<file path="config.mk">
export PLATFORM = sky130hd
export DESIGN_NAME = int_issue_queue_flat
export DESIGN_NICKNAME = d
export VERILOG_FILES = /design/src/rtl/int_issue_queue_pkg.sv /design/src/rtl/int_issue_queue_if.sv /design/src/rtl/int_issue_queue_iq_entry.sv /design/src/rtl/int_issue_queue.sv /design/src/flat_wrapper.sv
export SDC_FILE = /design/constraint.sdc
export NUM_CORES = 1
export LEC_CHECK = 0
export ABC_AREA = 1
export BUFFER_PORTS_ARGS = -buffer_cell sky130_fd_sc_hd__buf_2
export CORE_MARGIN = 2
export CORE_UTILIZATION = 55
export DETAILED_ROUTE_END_ITERATION = 10
export MAX_ROUTING_LAYER = met4
export PLACE_DENSITY_LB_ADDON = 0.08
export SYNTH_ARGS = -nofsm -noshare
export SYNTH_HDL_FRONTEND = slang
export SYNTH_SLANG_ARGS = --single-unit
</file>
<file path="constraint.sdc">
create_clock -name clk -period 11 [get_ports clk]
set_clock_uncertainty 0.05 [all_clocks]
set_input_delay 0.55 -clock clk [delete_from_list [all_inputs] [get_ports clk]]
set_output_delay 0.55 -clock clk [all_outputs]
set_load 0.01 [all_outputs]
</file>
<file path="src/rtl/int_issue_queue_pkg.sv">
// Shared dispatcher package: RV32 opcode constants, default widths and the
// issue-queue entry layout used by the dispatcher and the integer queue.
package int_issue_queue_pkg;

   localparam int TAG_W_DEF  = 6;
   localparam int DATA_W_DEF = 32;

   localparam logic [6:0] OP_LUI    = 7'b0110111;
   localparam logic [6:0] OP_AUIPC  = 7'b0010111;
   localparam logic [6:0] OP_JAL    = 7'b1101111;
   localparam logic [6:0] OP_JALR   = 7'b1100111;
   localparam logic [6:0] OP_BRANCH = 7'b1100011;
   localparam logic [6:0] OP_LOAD   = 7'b0000011;
   localparam logic [6:0] OP_STORE  = 7'b0100011;
   localparam logic [6:0] OP_IMM    = 7'b0010011;
   localparam logic [6:0] OP_REG    = 7'b0110011;

   // Decoded control fields that travel with an instruction unchanged.
   typedef struct packed {
      logic [6:0] opcode;
      logic [2:0] funct3;
      logic [6:0] funct7;
      logic       branch;
      logic       jmp;
      logic       jalr;
   } iq_ctrl_t;

   // Full entry layout at the default widths (dispatcher-side view).
   typedef struct packed {
      logic                  valid;
      logic                  rs1_rdy;
      logic [TAG_W_DEF-1:0]  rs1_tag;
      logic [DATA_W_DEF-1:0] rs1_val;
      logic                  rs2_rdy;
      logic [TAG_W_DEF-1:0]  rs2_tag;
      logic [DATA_W_DEF-1:0] rs2_val;
      iq_ctrl_t              ctrl;
      logic [DATA_W_DEF-1:0] imm;
      logic [TAG_W_DEF-1:0]  rd_tag;
   } iq_entry_t;

endpackage

</file>
<file path="src/rtl/int_issue_queue_if.sv">
// Dispatch / CDB / flush / issue bundle between dispatcher, CDB and the
// integer issue queue. master = environment side, slave = the queue.
interface int_issue_queue_if
   import int_issue_queue_pkg::*;
#(
   parameter int TAG_W  = TAG_W_DEF,
   parameter int DATA_W = DATA_W_DEF
);
   logic              dispatch_en;
   logic [6:0]        disp_opcode;
   logic [2:0]        disp_funct3;
   logic [6:0]        disp_funct7;
   logic              disp_branch;
   logic              disp_jmp;
   logic              disp_jalr;
   logic [DATA_W-1:0] disp_imm;
   logic [TAG_W-1:0]  disp_rs1_tag;
   logic [TAG_W-1:0]  disp_rs2_tag;
   logic [TAG_W-1:0]  disp_rd_tag;
   logic [DATA_W-1:0] disp_rs1_val;
   logic [DATA_W-1:0] disp_rs2_val;
   logic              disp_rs1_rdy;
   logic              disp_rs2_rdy;
   logic              queue_full;

   logic              cdb_valid;
   logic [TAG_W-1:0]  cdb_tag;
   logic [DATA_W-1:0] cdb_data;
   logic              flush;

   logic              issue_ready;
   logic              issue_valid;
   logic [6:0]        issue_opcode;
   logic [2:0]        issue_funct3;
   logic [6:0]        issue_funct7;
   logic              issue_branch;
   logic              issue_jmp;
   logic              issue_jalr;
   logic [DATA_W-1:0] issue_imm;
   logic [DATA_W-1:0] issue_rs1_val;
   logic [DATA_W-1:0] issue_rs2_val;
   logic [TAG_W-1:0]  issue_rd_tag;

   modport master (
      output dispatch_en, disp_opcode, disp_funct3, disp_funct7, disp_branch,
             disp_jmp, disp_jalr, disp_imm, disp_rs1_tag, disp_rs2_tag,
             disp_rd_tag, disp_rs1_val, disp_rs2_val, disp_rs1_rdy,
             disp_rs2_rdy, cdb_valid, cdb_tag, cdb_data, flush, issue_ready,
      input  queue_full, issue_valid, issue_opcode, issue_funct3, issue_funct7,
             issue_branch, issue_jmp, issue_jalr, issue_imm, issue_rs1_val,
             issue_rs2_val, issue_rd_tag
   );

   modport slave (
      input  dispatch_en, disp_opcode, disp_funct3, disp_funct7, disp_branch,
             disp_jmp, disp_jalr, disp_imm, disp_rs1_tag, disp_rs2_tag,
             disp_rd_tag, disp_rs1_val, disp_rs2_val, disp_rs1_rdy,
             disp_rs2_rdy, cdb_valid, cdb_tag, cdb_data, flush, issue_ready,
      output queue_full, issue_valid, issue_opcode, issue_funct3, issue_funct7,
             issue_branch, issue_jmp, issue_jalr, issue_imm, issue_rs1_val,
             issue_rs2_val, issue_rd_tag
   );
endinterface

</file>
<file path="src/rtl/int_issue_queue_iq_entry.sv">
// One issue-queue slot: holds an instruction and its two operands, and
// snoops the CDB both at write time (bypass) and while waiting (wakeup).
module iq_entry
   import int_issue_queue_pkg::*;
#(
   parameter int TAG_W  = TAG_W_DEF,
   parameter int DATA_W = DATA_W_DEF
) (
   input  logic              clk,
   input  logic              rst_n,
   input  logic              clr,
   input  logic              wr,
   input  logic              pop,
   input  iq_ctrl_t          disp_ctrl,
   input  logic [DATA_W-1:0] disp_imm,
   input  logic [TAG_W-1:0]  disp_rd_tag,
   input  logic [TAG_W-1:0]  disp_rs1_tag,
   input  logic [DATA_W-1:0] disp_rs1_val,
   input  logic              disp_rs1_rdy,
   input  logic [TAG_W-1:0]  disp_rs2_tag,
   input  logic [DATA_W-1:0] disp_rs2_val,
   input  logic              disp_rs2_rdy,
   input  logic              cdb_valid,
   input  logic [TAG_W-1:0]  cdb_tag,
   input  logic [DATA_W-1:0] cdb_data,
   output logic              valid,
   output logic              rs1_rdy,
   output logic              rs2_rdy,
   output logic [DATA_W-1:0] rs1_val,
   output logic [DATA_W-1:0] rs2_val,
   output iq_ctrl_t          ctrl,
   output logic [DATA_W-1:0] imm,
   output logic [TAG_W-1:0]  rd_tag
);
   logic [TAG_W-1:0] rs1_tag;
   logic [TAG_W-1:0] rs2_tag;
   logic             rs1_bypass;
   logic             rs2_bypass;
   logic             rs1_wake;
   logic             rs2_wake;

   // A producer broadcasting in the same cycle as dispatch would otherwise be missed.
   assign rs1_bypass = !disp_rs1_rdy && cdb_valid && (disp_rs1_tag == cdb_tag);
   assign rs2_bypass = !disp_rs2_rdy && cdb_valid && (disp_rs2_tag == cdb_tag);
   assign rs1_wake   = valid && !rs1_rdy && cdb_valid && (rs1_tag == cdb_tag);
   assign rs2_wake   = valid && !rs2_rdy && cdb_valid && (rs2_tag == cdb_tag);

   // Slot occupancy and operand-ready bits; the only state that needs reset.
   always_ff @(posedge clk) begin
      if (!rst_n || clr) begin
         valid   <= 1'b0;
         rs1_rdy <= 1'b0;
         rs2_rdy <= 1'b0;
      end else if (wr) begin
         valid   <= 1'b1;
         rs1_rdy <= disp_rs1_rdy | rs1_bypass;
         rs2_rdy <= disp_rs2_rdy | rs2_bypass;
      end else begin
         if (pop)      valid   <= 1'b0;
         if (rs1_wake) rs1_rdy <= 1'b1;
         if (rs2_wake) rs2_rdy <= 1'b1;
      end
   end

   // Payload capture; meaningless while the slot is invalid, so never reset.
   always_ff @(posedge clk) begin
      if (wr) begin
         ctrl    <= disp_ctrl;
         imm     <= disp_imm;
         rd_tag  <= disp_rd_tag;
         rs1_tag <= disp_rs1_tag;
         rs2_tag <= disp_rs2_tag;
         rs1_val <= rs1_bypass ? cdb_data : disp_rs1_val;
         rs2_val <= rs2_bypass ? cdb_data : disp_rs2_val;
      end else begin
         if (rs1_wake) rs1_val <= cdb_data;
         if (rs2_wake) rs2_val <= cdb_data;
      end
   end
endmodule

</file>
<file path="src/rtl/int_issue_queue.sv">
// In-order integer issue queue: circular buffer of iq_entry slots, issuing
// only from the head once both of its operands are ready.
module int_issue_queue
   import int_issue_queue_pkg::*;
#(
   parameter int DEPTH  = 4,
   parameter int TAG_W  = TAG_W_DEF,
   parameter int DATA_W = DATA_W_DEF
) (
   input  logic                clk,
   input  logic                rst_n,
   int_issue_queue_if.slave    bus
);
   localparam int PTR_W = $clog2(DEPTH);
   localparam int CNT_W = PTR_W + 1;

   logic [PTR_W-1:0]  wr_ptr;
   logic [PTR_W-1:0]  rd_ptr;
   logic [CNT_W-1:0]  count;
   logic              dispatch_go;
   logic              issue_go;
   iq_ctrl_t          disp_ctrl;

   logic [DEPTH-1:0]  e_valid;
   logic [DEPTH-1:0]  e_rs1_rdy;
   logic [DEPTH-1:0]  e_rs2_rdy;
   logic [DATA_W-1:0] e_rs1_val [DEPTH];
   logic [DATA_W-1:0] e_rs2_val [DEPTH];
   logic [DATA_W-1:0] e_imm     [DEPTH];
   logic [TAG_W-1:0]  e_rd_tag  [DEPTH];
   iq_ctrl_t          e_ctrl    [DEPTH];
   iq_ctrl_t          head_ctrl;

   assign disp_ctrl = '{opcode: bus.disp_opcode, funct3: bus.disp_funct3,
                        funct7: bus.disp_funct7, branch: bus.disp_branch,
                        jmp: bus.disp_jmp, jalr: bus.disp_jalr};

   // Full is taken from the registered count, so a same-cycle issue cannot admit a dispatch.
   assign bus.queue_full = (count == CNT_W'(DEPTH));
   assign dispatch_go    = bus.dispatch_en && !bus.queue_full && !bus.flush;
   assign issue_go       = bus.issue_valid && bus.issue_ready && !bus.flush;

   // Issue depends on registered slot state only; rst_n gating keeps it quiet during reset.
   assign bus.issue_valid = rst_n && e_valid[rd_ptr] && e_rs1_rdy[rd_ptr] && e_rs2_rdy[rd_ptr];

   assign head_ctrl         = e_ctrl[rd_ptr];
   assign bus.issue_opcode  = head_ctrl.opcode;
   assign bus.issue_funct3  = head_ctrl.funct3;
   assign bus.issue_funct7  = head_ctrl.funct7;
   assign bus.issue_branch  = head_ctrl.branch;
   assign bus.issue_jmp     = head_ctrl.jmp;
   assign bus.issue_jalr    = head_ctrl.jalr;
   assign bus.issue_imm     = e_imm[rd_ptr];
   assign bus.issue_rs1_val = e_rs1_val[rd_ptr];
   assign bus.issue_rs2_val = e_rs2_val[rd_ptr];
   assign bus.issue_rd_tag  = e_rd_tag[rd_ptr];

   for (genvar g = 0; g < DEPTH; g++) begin : g_slot
      iq_entry #(
         .TAG_W  (TAG_W),
         .DATA_W (DATA_W)
      ) u_entry (
         .clk          (clk),
         .rst_n        (rst_n),
         .clr          (bus.flush),
         .wr           (dispatch_go && (wr_ptr == PTR_W'(g))),
         .pop          (issue_go && (rd_ptr == PTR_W'(g))),
         .disp_ctrl    (disp_ctrl),
         .disp_imm     (bus.disp_imm),
         .disp_rd_tag  (bus.disp_rd_tag),
         .disp_rs1_tag (bus.disp_rs1_tag),
         .disp_rs1_val (bus.disp_rs1_val),
         .disp_rs1_rdy (bus.disp_rs1_rdy),
         .disp_rs2_tag (bus.disp_rs2_tag),
         .disp_rs2_val (bus.disp_rs2_val),
         .disp_rs2_rdy (bus.disp_rs2_rdy),
         .cdb_valid    (bus.cdb_valid),
         .cdb_tag      (bus.cdb_tag),
         .cdb_data     (bus.cdb_data),
         .valid        (e_valid[g]),
         .rs1_rdy      (e_rs1_rdy[g]),
         .rs2_rdy      (e_rs2_rdy[g]),
         .rs1_val      (e_rs1_val[g]),
         .rs2_val      (e_rs2_val[g]),
         .ctrl         (e_ctrl[g]),
         .imm          (e_imm[g]),
         .rd_tag       (e_rd_tag[g])
      );
   end

   // Pointers wrap naturally at DEPTH (power of two); flush overrides dispatch and issue.
   always_ff @(posedge clk) begin
      if (!rst_n || bus.flush) begin
         wr_ptr <= '0;
         rd_ptr <= '0;
         count  <= '0;
      end else begin
         if (dispatch_go) wr_ptr <= wr_ptr + PTR_W'(1);
         if (issue_go)    rd_ptr <= rd_ptr + PTR_W'(1);
         case ({dispatch_go, issue_go})
            2'b10:   count <= count + CNT_W'(1);
            2'b01:   count <= count - CNT_W'(1);
            default: count <= count;
         endcase
      end
   end
endmodule

</file>
<file path="src/flat_wrapper.sv">
// flat-port wrapper written by rule: the top's interface ports become plain ports
module int_issue_queue_flat import int_issue_queue_pkg::*;
#(
   parameter int DEPTH  = 4,
   parameter int TAG_W  = TAG_W_DEF,
   parameter int DATA_W = DATA_W_DEF
)
  (clk, rst_n, bus_dispatch_en, bus_disp_opcode, bus_disp_funct3, bus_disp_funct7, bus_disp_branch, bus_disp_jmp, bus_disp_jalr, bus_disp_imm, bus_disp_rs1_tag, bus_disp_rs2_tag, bus_disp_rd_tag, bus_disp_rs1_val, bus_disp_rs2_val, bus_disp_rs1_rdy, bus_disp_rs2_rdy, bus_cdb_valid, bus_cdb_tag, bus_cdb_data, bus_flush, bus_issue_ready, bus_queue_full, bus_issue_valid, bus_issue_opcode, bus_issue_funct3, bus_issue_funct7, bus_issue_branch, bus_issue_jmp, bus_issue_jalr, bus_issue_imm, bus_issue_rs1_val, bus_issue_rs2_val, bus_issue_rd_tag);
  int_issue_queue_if #(.TAG_W(TAG_W), .DATA_W(DATA_W)) bus_i ();
  input  logic clk;
  input  logic rst_n;
  input wire logic [$bits(bus_i.dispatch_en)-1:0] bus_dispatch_en;
  input wire logic [$bits(bus_i.disp_opcode)-1:0] bus_disp_opcode;
  input wire logic [$bits(bus_i.disp_funct3)-1:0] bus_disp_funct3;
  input wire logic [$bits(bus_i.disp_funct7)-1:0] bus_disp_funct7;
  input wire logic [$bits(bus_i.disp_branch)-1:0] bus_disp_branch;
  input wire logic [$bits(bus_i.disp_jmp)-1:0] bus_disp_jmp;
  input wire logic [$bits(bus_i.disp_jalr)-1:0] bus_disp_jalr;
  input wire logic [$bits(bus_i.disp_imm)-1:0] bus_disp_imm;
  input wire logic [$bits(bus_i.disp_rs1_tag)-1:0] bus_disp_rs1_tag;
  input wire logic [$bits(bus_i.disp_rs2_tag)-1:0] bus_disp_rs2_tag;
  input wire logic [$bits(bus_i.disp_rd_tag)-1:0] bus_disp_rd_tag;
  input wire logic [$bits(bus_i.disp_rs1_val)-1:0] bus_disp_rs1_val;
  input wire logic [$bits(bus_i.disp_rs2_val)-1:0] bus_disp_rs2_val;
  input wire logic [$bits(bus_i.disp_rs1_rdy)-1:0] bus_disp_rs1_rdy;
  input wire logic [$bits(bus_i.disp_rs2_rdy)-1:0] bus_disp_rs2_rdy;
  input wire logic [$bits(bus_i.cdb_valid)-1:0] bus_cdb_valid;
  input wire logic [$bits(bus_i.cdb_tag)-1:0] bus_cdb_tag;
  input wire logic [$bits(bus_i.cdb_data)-1:0] bus_cdb_data;
  input wire logic [$bits(bus_i.flush)-1:0] bus_flush;
  input wire logic [$bits(bus_i.issue_ready)-1:0] bus_issue_ready;
  output wire logic [$bits(bus_i.queue_full)-1:0] bus_queue_full;
  output wire logic [$bits(bus_i.issue_valid)-1:0] bus_issue_valid;
  output wire logic [$bits(bus_i.issue_opcode)-1:0] bus_issue_opcode;
  output wire logic [$bits(bus_i.issue_funct3)-1:0] bus_issue_funct3;
  output wire logic [$bits(bus_i.issue_funct7)-1:0] bus_issue_funct7;
  output wire logic [$bits(bus_i.issue_branch)-1:0] bus_issue_branch;
  output wire logic [$bits(bus_i.issue_jmp)-1:0] bus_issue_jmp;
  output wire logic [$bits(bus_i.issue_jalr)-1:0] bus_issue_jalr;
  output wire logic [$bits(bus_i.issue_imm)-1:0] bus_issue_imm;
  output wire logic [$bits(bus_i.issue_rs1_val)-1:0] bus_issue_rs1_val;
  output wire logic [$bits(bus_i.issue_rs2_val)-1:0] bus_issue_rs2_val;
  output wire logic [$bits(bus_i.issue_rd_tag)-1:0] bus_issue_rd_tag;
  assign bus_i.dispatch_en = bus_dispatch_en;
  assign bus_i.disp_opcode = bus_disp_opcode;
  assign bus_i.disp_funct3 = bus_disp_funct3;
  assign bus_i.disp_funct7 = bus_disp_funct7;
  assign bus_i.disp_branch = bus_disp_branch;
  assign bus_i.disp_jmp = bus_disp_jmp;
  assign bus_i.disp_jalr = bus_disp_jalr;
  assign bus_i.disp_imm = bus_disp_imm;
  assign bus_i.disp_rs1_tag = bus_disp_rs1_tag;
  assign bus_i.disp_rs2_tag = bus_disp_rs2_tag;
  assign bus_i.disp_rd_tag = bus_disp_rd_tag;
  assign bus_i.disp_rs1_val = bus_disp_rs1_val;
  assign bus_i.disp_rs2_val = bus_disp_rs2_val;
  assign bus_i.disp_rs1_rdy = bus_disp_rs1_rdy;
  assign bus_i.disp_rs2_rdy = bus_disp_rs2_rdy;
  assign bus_i.cdb_valid = bus_cdb_valid;
  assign bus_i.cdb_tag = bus_cdb_tag;
  assign bus_i.cdb_data = bus_cdb_data;
  assign bus_i.flush = bus_flush;
  assign bus_i.issue_ready = bus_issue_ready;
  assign bus_queue_full = bus_i.queue_full;
  assign bus_issue_valid = bus_i.issue_valid;
  assign bus_issue_opcode = bus_i.issue_opcode;
  assign bus_issue_funct3 = bus_i.issue_funct3;
  assign bus_issue_funct7 = bus_i.issue_funct7;
  assign bus_issue_branch = bus_i.issue_branch;
  assign bus_issue_jmp = bus_i.issue_jmp;
  assign bus_issue_jalr = bus_i.issue_jalr;
  assign bus_issue_imm = bus_i.issue_imm;
  assign bus_issue_rs1_val = bus_i.issue_rs1_val;
  assign bus_issue_rs2_val = bus_i.issue_rs2_val;
  assign bus_issue_rd_tag = bus_i.issue_rd_tag;
  int_issue_queue #(.DEPTH(DEPTH), .TAG_W(TAG_W), .DATA_W(DATA_W)) u_core (.clk(clk), .rst_n(rst_n), .bus(bus_i));
endmodule
</file>
==> flow_summary.yaml <==
yosys:
  ys_top_cells_by_area: "edfxtp_1 (64%), nand2_1 (8.2%), nand3_1 (6.1%)"
  avgSynthCellArea_um2: 10.12
  yosys_warnings: 0
  syn_inst: 2498
  synth_top_area_share_pct: 63.66
  seq_area_frac_synth_pct: 65.17
  synthArstFlopShare_pct: 0
  synth_cell_type_count: 29
  synth_largest_area_cell: "edfxtp_1"
  synth_edf_count: 536
  syn_nets: 2688
  ys.flop_type: "edfxtp_1"
  synthesis.area_um2: 25280
  ys_seq_elements: 555
setup_path:
  criticalPathCategory: "reg -> out"
  path_buf_inv: 3
  arrival_ps: 4150
  path_common_cell: "buf_4"
  worstSetupStartpoint: "u_core.rd_ptr[0]"
  slowest_delay_ps: 1010
  crit_chain: "buf_4, buf_4, o21ai_0, o22ai_1, buf_2"
  cpLargestDelayFamily: "buffers and inverters"
  critPathCaptureType: "output pin"
  required_ps: 10400
  r2r_start: "u_core.rd_ptr[1]"
  critPathSlowestCell: "dfxtp_4"
  start_kind: "flop"
  critPathMaxFanout: 88
hold_path:
  holdCritStartpoint: "bus_disp_imm[21]"
  hold_path.class: "in -> reg"
global_routing:
  grt_max_degree: 99
  grt_pass1_vias: 19010
  grt_usage_pct: 30.96
  antenna_found_initial: 8
  grt_pass1_wl_um: 108200
  grt-ovfl-total: 0
clock_tree:
  ctsHoldBuffers: 0
  cts-root-buf: "clkbuf_16"
  clk_pin_slew_ps: 60
  clock_path_buffers: 3
  cts_made_buffers: 56
  cts.repair.resized: 0
  cts_tree: "yes"
  cts.sinks: 555
  h-tree-depth: 2
  post-cts-setup-buffers: 0
  clock_latency_ps: 600
final_layout:
  mostFrequentLayoutCell: "nand2_1"
  nNetsFinal: 2926
  final_cell_mix: "nand2_1 (539), edfxtp_1 (536), nand3_1 (308)"
  syn2layout_area_growth_pct: 14.62
  layout-drive-gt1-share_pct: 17.07
  n_fill_cell: 3740
routing:
  wl_per_cell_um: 21.37
  drtIter0Drc: 2284
  wirelength_um: 72480
  route.detailed.drc: 0
  num_vias: 19910
  first_pass_iters: 6
  ant_nets: 0
  viasPerCell: 5.872
floorplan:
  die_w_um: 218.4
  dieArea_um2: 47700
  placementRows: 78
  io_pins: 304
  dieHeight_um: 218.4
  start_util_pct: 55.71
  core_region_area_um2: 45380
sta:
  maxSlewHeadroom_pct: 23.36
  fmax_mhz: 210.5
  period_share_pct: 43.19
  setup_viol: 0
  rsz0062_at_grt: "false"
  finalSetupTns_ps: 0
  drv_slew: 0
  hold_viol: 0
  layout_min_cycle_time_ps: 4751
  holdWs_ps: 111.4
  tightest_slew_ps: 1146
placed_design:
  dpl.hpwl_um: 40340
  gp_congestion: 0.8794
  io_buffers: 303
power:
  irDropWorstVdd_mv: 0.1170
  pwr_density_cell_nw_per_um2: 157.2
  finalPower_mw: 4.556
  p_leak_nw: 11.61
outcome:
  run_status: "finished clean"
flow_run:
  maxCapViolCount: 0
==> through the flow <==
step | area (um2) | utilization [%] | worst slack (ps) | instances
floorplan | 25280 | - | 7366 | 2498
global placement | 27140 | 59.82 | 6800 | 3278
detailed placement | 27140 | 59.82 | 6810 | 3278
CTS | 28960 | 63.81 | 6301 | 3382
global route | 28980 | 63.85 | 6060 | 3390
finish | 28980 | 63.86 | 6249 | 3391
==> path summary, 6_finish.rpt <==
check / to / slack (ps) / cells past startpoint
worst max-delay path: bus_issue_rs2_val[0] / 6250 / 5
worst min-delay path: u_core.g_slot[1].u_entry.imm[21] / 110 / 1
worst max register to register: u_core.count[2] / 6740 / 13
worst min register to register: u_core.count[2] / 440 / 2
==> cell usage after synthesis, types with 8 or more instances <==
master and count:
edfxtp_1 536, nand2_2 30, o22ai_1 125, inv_1 145
dfxtp_1 19, nand4_1 14, nand3_1 308, nor2_1 294
buf_2 43, xor2_1 17, clkbuf_1 91, o21ai_0 258
ha_1 9, a21oi_1 12, nand2_1 551, or2_2 8
==> where the power goes <==
part	leakage [nW]	total, mW	internal (mW)	switching, mW
clock network	0.889	1.90	1.09	0.802
registers	5.03	2.37	2.36	0.00959
logic	5.70	0.286	0.0902	0.196
total	11.6	4.56	3.55	1.01
==> cell type report <==
type                       count  area, um2  share of cell area [%]
clock buffer                  63       1428                   4.926
clock inverter                41      384.1                   1.326
timing repair buffer         328       1704                   5.881
multi-input combinational   1642       7606                   26.25
sequential                   555      16480                   56.88
antenna                        9      22.52                 0.07772
tap                          600      750.7                   2.591
inverter                     153      600.6                   2.072
==> layer usage <==
layer | vias to the layer above | part of all wire, % | global-route usage [%]
met4 | 0 | 3.0 | 10.68
met2 | 1047 | 47 | 48.34
met3 | 186 | 10 | 5.539
met5 | - | 0 | -
li1 | 9208 | - | -
met1 | 9472 | 39 | 41.13
==> kinds of logic (layout without fill, tap and decap cells) <==
group	count (synthesis)	count (layout)	synth area share [%]
simple gates	1214	1214	20.20
flops	555	555	65.17
compound gates	398	398	8.527
buf+inv	301	585	4.890
xor+xnor	20	20	0.6929
fa+ha+maj	10	10	0.5246
other cells	0	9	0
==> registers in the layout, summed over array words and instances (netlist names), 24 cells and up <==
signal and flops:
u_core.g_slot.u_entry.ctrl 80, u_core.g_slot.u_entry.imm 128, u_core.g_slot.u_entry.rd_tag 24, u_core.g_slot.u_entry.rs1_tag 24, u_core.g_slot.u_entry.rs1_val 128, u_core.g_slot.u_entry.rs2_tag 24, u_core.g_slot.u_entry.rs2_val 128
==> worst reg2reg max path: stages, from the launching register on <==
cell and delay [ps]:
dfxtp_4 960, clkinv_2 1220, nand3_1 380, nand2_1 90, nor2_2 190, nand2_1 120, clkinv_1 90, ha_1 140
inv_1 60, fa_1 380, a21oi_1 140, o21ai_0 100, o21ai_0 160, a21oi_1 60
Power figures use the tool's default switching activity.
